`config.mk`:
```
export PLATFORM = sky130hd
export DESIGN_NAME = detector_jogada
export DESIGN_NICKNAME = d
export VERILOG_FILES = /design/src/rtl/jogo_pkg.sv /design/src/rtl/sincronizador_2ff.sv /design/src/rtl/detector_jogada.sv
export SDC_FILE = /design/constraint.sdc
export NUM_CORES = 1
export LEC_CHECK = 0
export ABC_AREA = 1
export CAP_MARGIN = 15
export CORE_UTILIZATION = 35
export CTS_CLUSTER_DIAMETER = 30
export CTS_CLUSTER_SIZE = 12
export DETAILED_ROUTE_END_ITERATION = 7
export SLEW_MARGIN = 20
export SYNTH_ARGS = -nofsm -noshare
export SYNTH_HDL_FRONTEND = slang
export SYNTH_SLANG_ARGS = --single-unit
```
`constraint.sdc`:
```
create_clock -name clock -period 3.3 [get_ports clock]
set_clock_uncertainty 0.15 [all_clocks]
set_input_delay 0.99 -clock clock [delete_from_list [all_inputs] [get_ports clock]]
set_output_delay 0.99 -clock clock [all_outputs]
set_load 0.02 [all_outputs]
```
`src/rtl/jogo_pkg.sv`:
```
// Shared definitions for the player-switch receiver: FSM state codes
// (also exported on db_estado) and the debug state width.
package jogo_pkg;

  localparam int DB_ESTADO_W = 3;

  localparam logic [DB_ESTADO_W-1:0] OCIOSO       = 3'd0;
  localparam logic [DB_ESTADO_W-1:0] FILTRA       = 3'd1;
  localparam logic [DB_ESTADO_W-1:0] CAPTURA      = 3'd2;
  localparam logic [DB_ESTADO_W-1:0] INVALIDA     = 3'd3;
  localparam logic [DB_ESTADO_W-1:0] ESPERA_SOLTA = 3'd4;

endpackage

```
`src/rtl/sincronizador_2ff.sv`:
```
// Two-flop synchronizer for the asynchronous player switches.
// Each bit is synchronized independently; a multi-bit change may land
// across two cycles, which the downstream debounce filter absorbs.
module sincronizador_2ff #(
  parameter int WIDTH = 4
) (
  input  logic             clock,
  input  logic             reset,
  input  logic [WIDTH-1:0] d,
  output logic [WIDTH-1:0] q
);

  logic [WIDTH-1:0] meta;

  // metastability stage followed by the stable output stage
  always_ff @(posedge clock or negedge reset) begin
    if (!reset) begin
      meta <= '0;
      q    <= '0;
    end else begin
      meta <= d;
      q    <= meta;
    end
  end

endmodule

```
`src/rtl/detector_jogada.sv`:
```
// Player switch receiver: synchronizes and debounces the switches, accepts
// a play only when exactly one switch is pressed, and waits for release
// before re-arming.
// Optional idle timeout is built when JOGADA_TIMEOUT_EN is defined; otherwise
// timeout is tied low and no counter exists.
//
// state        | meaning
// OCIOSO       | idle, waiting for habilita and a nonzero switch value
// FILTRA       | debouncing: value must hold DEBOUNCE more cycles
// CAPTURA      | one cycle: valid one-hot play, jogada_feita pulses
// INVALIDA     | one cycle: stable but not one-hot, jogada_invalida pulses
// ESPERA_SOLTA | waiting for RELEASE consecutive all-zero cycles
module detector_jogada
  import jogo_pkg::*;
#(
  parameter int WIDTH    = 4,
  parameter int DEBOUNCE = 3,
  parameter int RELEASE  = 2,
  parameter int TIMEOUT  = 5000
) (
  input  logic                   clock,
  input  logic                   reset,
  input  logic [WIDTH-1:0]       chaves,
  input  logic                   habilita,
  input  logic                   limpa,
  output logic                   jogada_feita,
  output logic                   jogada_invalida,
  output logic [WIDTH-1:0]       jogada,
  output logic                   timeout,
  output logic [DB_ESTADO_W-1:0] db_estado
);

  localparam int DB_W  = $clog2(DEBOUNCE) + 1;
  localparam int REL_W = $clog2(RELEASE) + 1;
  localparam logic [DB_W-1:0]  DB_MAX  = DB_W'(DEBOUNCE);
  localparam logic [REL_W-1:0] REL_MAX = REL_W'(RELEASE);

  logic [WIDTH-1:0]       chaves_s;
  logic [DB_ESTADO_W-1:0] estado, estado_next;
  logic [WIDTH-1:0]       amostra, amostra_next;
  logic [DB_W-1:0]        cnt, cnt_next;
  logic [REL_W-1:0]       rel_cnt, rel_next;

  sincronizador_2ff #(.WIDTH(WIDTH)) u_sinc (
    .clock (clock),
    .reset (reset),
    .d     (chaves),
    .q     (chaves_s)
  );

  // next-state, sample and counter logic; limpa overrides everything
  always_comb begin
    estado_next  = estado;
    amostra_next = amostra;
    cnt_next     = cnt;
    rel_next     = rel_cnt;
    if (limpa) begin
      estado_next  = OCIOSO;
      amostra_next = '0;
      cnt_next     = '0;
      rel_next     = '0;
    end else begin
      case (estado)
        OCIOSO: begin
          if (habilita && chaves_s != '0) begin
            amostra_next = chaves_s;
            cnt_next     = DB_W'(1);
            estado_next  = FILTRA;
          end
        end
        FILTRA: begin
          if (!habilita || chaves_s == '0) begin
            estado_next = OCIOSO;
            cnt_next    = '0;
          end else if (chaves_s != amostra) begin
            // value moved: restart the filter on the new value
            amostra_next = chaves_s;
            cnt_next     = DB_W'(1);
          end else if (cnt == DB_MAX) begin
            estado_next = $onehot(amostra) ? CAPTURA : INVALIDA;
            cnt_next    = '0;
          end else begin
            cnt_next = cnt + DB_W'(1);
          end
        end
        CAPTURA, INVALIDA: begin
          estado_next = ESPERA_SOLTA;
          rel_next    = '0;
        end
        ESPERA_SOLTA: begin
          if (chaves_s != '0) begin
            rel_next = '0;
          end else if (rel_cnt == REL_MAX - REL_W'(1)) begin
            rel_next    = '0;
            estado_next = OCIOSO;
          end else begin
            rel_next = rel_cnt + REL_W'(1);
          end
        end
        default: begin
          estado_next  = OCIOSO;
          amostra_next = '0;
          cnt_next     = '0;
          rel_next     = '0;
        end
      endcase
    end
  end

  // state, counters and registered Moore pulses; jogada loads together with the pulse
  always_ff @(posedge clock or negedge reset) begin
    if (!reset) begin
      estado          <= OCIOSO;
      amostra         <= '0;
      cnt             <= '0;
      rel_cnt         <= '0;
      jogada          <= '0;
      jogada_feita    <= 1'b0;
      jogada_invalida <= 1'b0;
    end else begin
      estado          <= estado_next;
      amostra         <= amostra_next;
      cnt             <= cnt_next;
      rel_cnt         <= rel_next;
      jogada_feita    <= (estado_next == CAPTURA);
      jogada_invalida <= (estado_next == INVALIDA);
      if (limpa)
        jogada <= '0;
      else if (estado_next == CAPTURA)
        jogada <= amostra;
    end
  end

  assign db_estado = estado;

`ifdef JOGADA_TIMEOUT_EN
  localparam int TO_W = $clog2(TIMEOUT) + 1;
  localparam logic [TO_W-1:0] TO_MAX = TO_W'(TIMEOUT);

  logic [TO_W-1:0] to_cnt;

  // idle timer: runs only while idle and enabled, pulses and restarts at TIMEOUT
  always_ff @(posedge clock or negedge reset) begin
    if (!reset) begin
      to_cnt  <= '0;
      timeout <= 1'b0;
    end else begin
      timeout <= 1'b0;
      if (limpa || !habilita || estado != OCIOSO || estado_next != OCIOSO) begin
        to_cnt <= '0;
      end else if (to_cnt == TO_MAX - TO_W'(1)) begin
        to_cnt  <= '0;
        timeout <= 1'b1;
      end else begin
        to_cnt <= to_cnt + TO_W'(1);
      end
    end
  end
`else
  logic unused_timeout_cfg;
  assign unused_timeout_cfg = (TIMEOUT != 0);
  assign timeout = 1'b0;
`endif

endmodule

```
==> results.md <==
- IO Count: 18
- Worst VDD drop: 227 uV
- Synth warn: 0
- Port buffer count: 16
- Slew Limit Fails: 0
- Seq/Total Area, Yosys: 0.531
- TritonCTS clock tree: built
- Gp weighted congestion: 0.822
- Grt ovf: 0
- # Max-Cap Violations: 0
- Die height: 61.2 um
- Vias in the first global route: 839
- Status: completed
- Worst R2R Start: amostra[0]
- Seq. cell area: 651 sq um
- Top delay family on crit path: buffers and inverters
- Layout filler cell count: 343
- Number of diodes: 0
- Area occupied by multi-input gates: 480 sq um
- Skew-Pair Late Insertion Delay: 0.31 ns
- Critical path's slowest cell: clkdlybuf4s50_1
- Post-CTS sizing: 0
- Core Footprint: 0.00334 sq mm
- CP cell instances: clkdlybuf4s50_1
- Post-route ant nets: 0
- Reg power frac: 0.600
- Crit path kind: reg2out
- Post-layout instance area: 0.00148 sq mm
- Flops & latches, synth: 26
- Htree depth: 1
- Final Hold Fails: 0
- Share of layout cells above drive strength 1: 0.118
- Setup Viol. Count Final: 0
- WL/cell: 11.0 um
- Max FO, Critical Path: 7
- DP Wirelength: 1820 um
- Worst reg2reg path depth: 11
- Worst Setup Start Kind: flop
- Crit path arrival time: 1.46 ns
- Setup bufs post-CTS: 0
- Nets@finish: 174
- Hold_sp: u_sinc.meta[3]
- Reg2reg end: jogada[2]
- Synth Net Count: 153
- TritonCTS Buffers: 3
- Post-Synthesis Cells: 141
- Fin Setup TNS: 0 ns
- Int Power: 0.426 mW
- FFs w/ async S/R, synth: 1.00
- First-pass GRT wire length: 3770 um
- Total Power: 0.573 mW
- Hold Crit Endpoint: u_sinc.q[3]
- Reg-to-reg slack, setup: 0.71 ns
- Clk sink count: 26
- Area grow syn2layout: 20.7%
- Initial core utilization: 0.367
- Number of hold buffers added after cts: 0
- Horiz. Die Dim: 61.2 um
- # rows: 21
- Reg clk slew, reported paths: 0.14 ns
- Yosys cell types: 23
- Syn_area_per_cell: 8.69 sq um
- DIE AREA: 0.00374 sq mm
- Combinational power share: 0.125
- Initial DRT Pass Iterations: 4
- WP data required: 2.16 ns
- Root buffer cell: clkbuf_4
- Initial drt markers: 39
- Initial antenna violation count: 0
- Ys flop type: dfrtp_1
- Cell Pwr Density: 387 mW/mm^2
- Post-synthesis instance area: 0.00122 sq mm
- Core Util, Final: 0.443
- Clock power frac: 0.275
- DR vias: 942
- Placed Area: 0.00144 sq mm
- CP endpoint kind: primary output
- Sw frac: 0.257
- Final WL: 2280 um
- Total GRT Usage: 0.140
- Hold Crit Class: reg2reg
- F_max: 0.384 GHz
- Leak Pwr: 0.764 nW
- Routed vias/inst: 4.55
- Period Utilization, post-route: 0.789
- CTS max path bufs: 2
- Hold path cells: 0
- DRC: 0
- RSZ-0062 raised after global routing: no
- Psw: 0.147 mW
- Max incr delay on CP: 0.65 ns
- Critical path buffers and inverters: 1
- Post-layout minimum cycle time: 2.60 ns
- Largest net degree at the start of global routing: 27
- Number of synthesized flops with an enable pin: 0
==> stage by stage <==
stage               setup WS (ns)  hold slack, ns  cells
floorplan                   0.971           0.181    141
global placement            0.738           0.185    203
detailed placement          0.707           0.189    203
CTS                         0.686           0.221    207
global route                0.539           0.225    207
finish                      0.696           0.217    207
==> synth_stat cells (2+ instances only) <==
library cell | count | area [sq um]
dfrtp_1 | 26 | 651
ha_1 | 3 | 37.5
inv_1 | 19 | 71.3
inv_2 | 4 | 15.0
nand2_1 | 36 | 135
nand2_2 | 4 | 25.0
nand3_1 | 11 | 55.1
nand3_2 | 2 | 20.0
nand3b_1 | 3 | 22.5
nor2_1 | 15 | 56.3
nor3_1 | 2 | 10.0
o21ai_0 | 5 | 25.0
==> power groups by stage <==
stage               clock network [mW]  logic (mW)  registers (mW)
CTS                              0.163      0.0728           0.344
detailed placement                   0      0.0723           0.350
global route                     0.177      0.0828           0.345
global placement                     0      0.0693           0.349
floorplan                            0      0.0459           0.346
finish                           0.157      0.0714           0.344
==> flip-flops by register name (all words and copies together) (netlist names) <==
name / count
u_sinc.meta: 4
jogada_invalida: 1
jogada_feita: 1
u_sinc.q: 4
amostra: 4
rel_cnt: 2
jogada: 4
db_estado: 3
cnt: 3
==> layer usage <==
| metal | vias to the layer above | share of wire | global-route usage |
|---|---|---|---|
| met2 | 21 | 0.48 | 0.213 |
| met3 | 4 | 0.040 | 0.0210 |
| met4 | 0 | 0.016 | 0.0584 |
| met5 | - | 0 | 0 |
| li1 | 476 | - | - |
| met1 | 441 | 0.47 | 0.199 |
==> logic make-up (layout without fill, tap and decap cells) <==
family,after synthesis,after routing,synth area share
AO/OA/AOI/OAI,9,9,0.0490
flip-flops,26,26,0.531
AND/OR/NAND/NOR,77,77,0.293
adder cells (fa/ha/maj),4,4,0.0470
other,1,1,0.00306
buffers and inverters,24,44,0.0766
==> layout make-up <==
class,instances,area share
Inverter,23,0.0584
Timing Repair Buffer,17,0.113
Clock buffer,4,0.0245
Sequential cell,26,0.440
Tap cell,46,0.0389
Multi-Input combinational cell,91,0.325
==> layout by cell type (no fill, tap or decap), types with 3 or more instances in the layout <==
| master | Yosys | layout |
|---|---|---|
| nand2_1 | 36 | 36 |
| nor2_1 | 15 | 15 |
| nand2_2 | 4 | 4 |
| clkbuf_4 | 0 | 3 |
| o21ai_0 | 5 | 5 |
| inv_1 | 19 | 19 |
| nand3b_1 | 3 | 3 |
| clkdlybuf4s50_1 | 0 | 16 |
| dfrtp_1 | 26 | 26 |
| inv_2 | 4 | 4 |
| ha_1 | 3 | 3 |
| nand3_1 | 11 | 11 |
==> worst max-delay path by stage <==
stage,from,end,slack [ns],cells past startpoint
4_1_cts,db_estado[0],db_estado[0],0.69,1
2_1_floorplan,amostra[0],jogada[0],0.97,11
6_report,db_estado[0],db_estado[0],0.70,1
3_5_place_dp,limpa,jogada[2],0.71,8
3_3_place_gp,limpa,jogada[0],0.74,8
5_1_grt,amostra[0],jogada[2],0.54,11
Note: power is estimated with default switching activity, not from simulation.
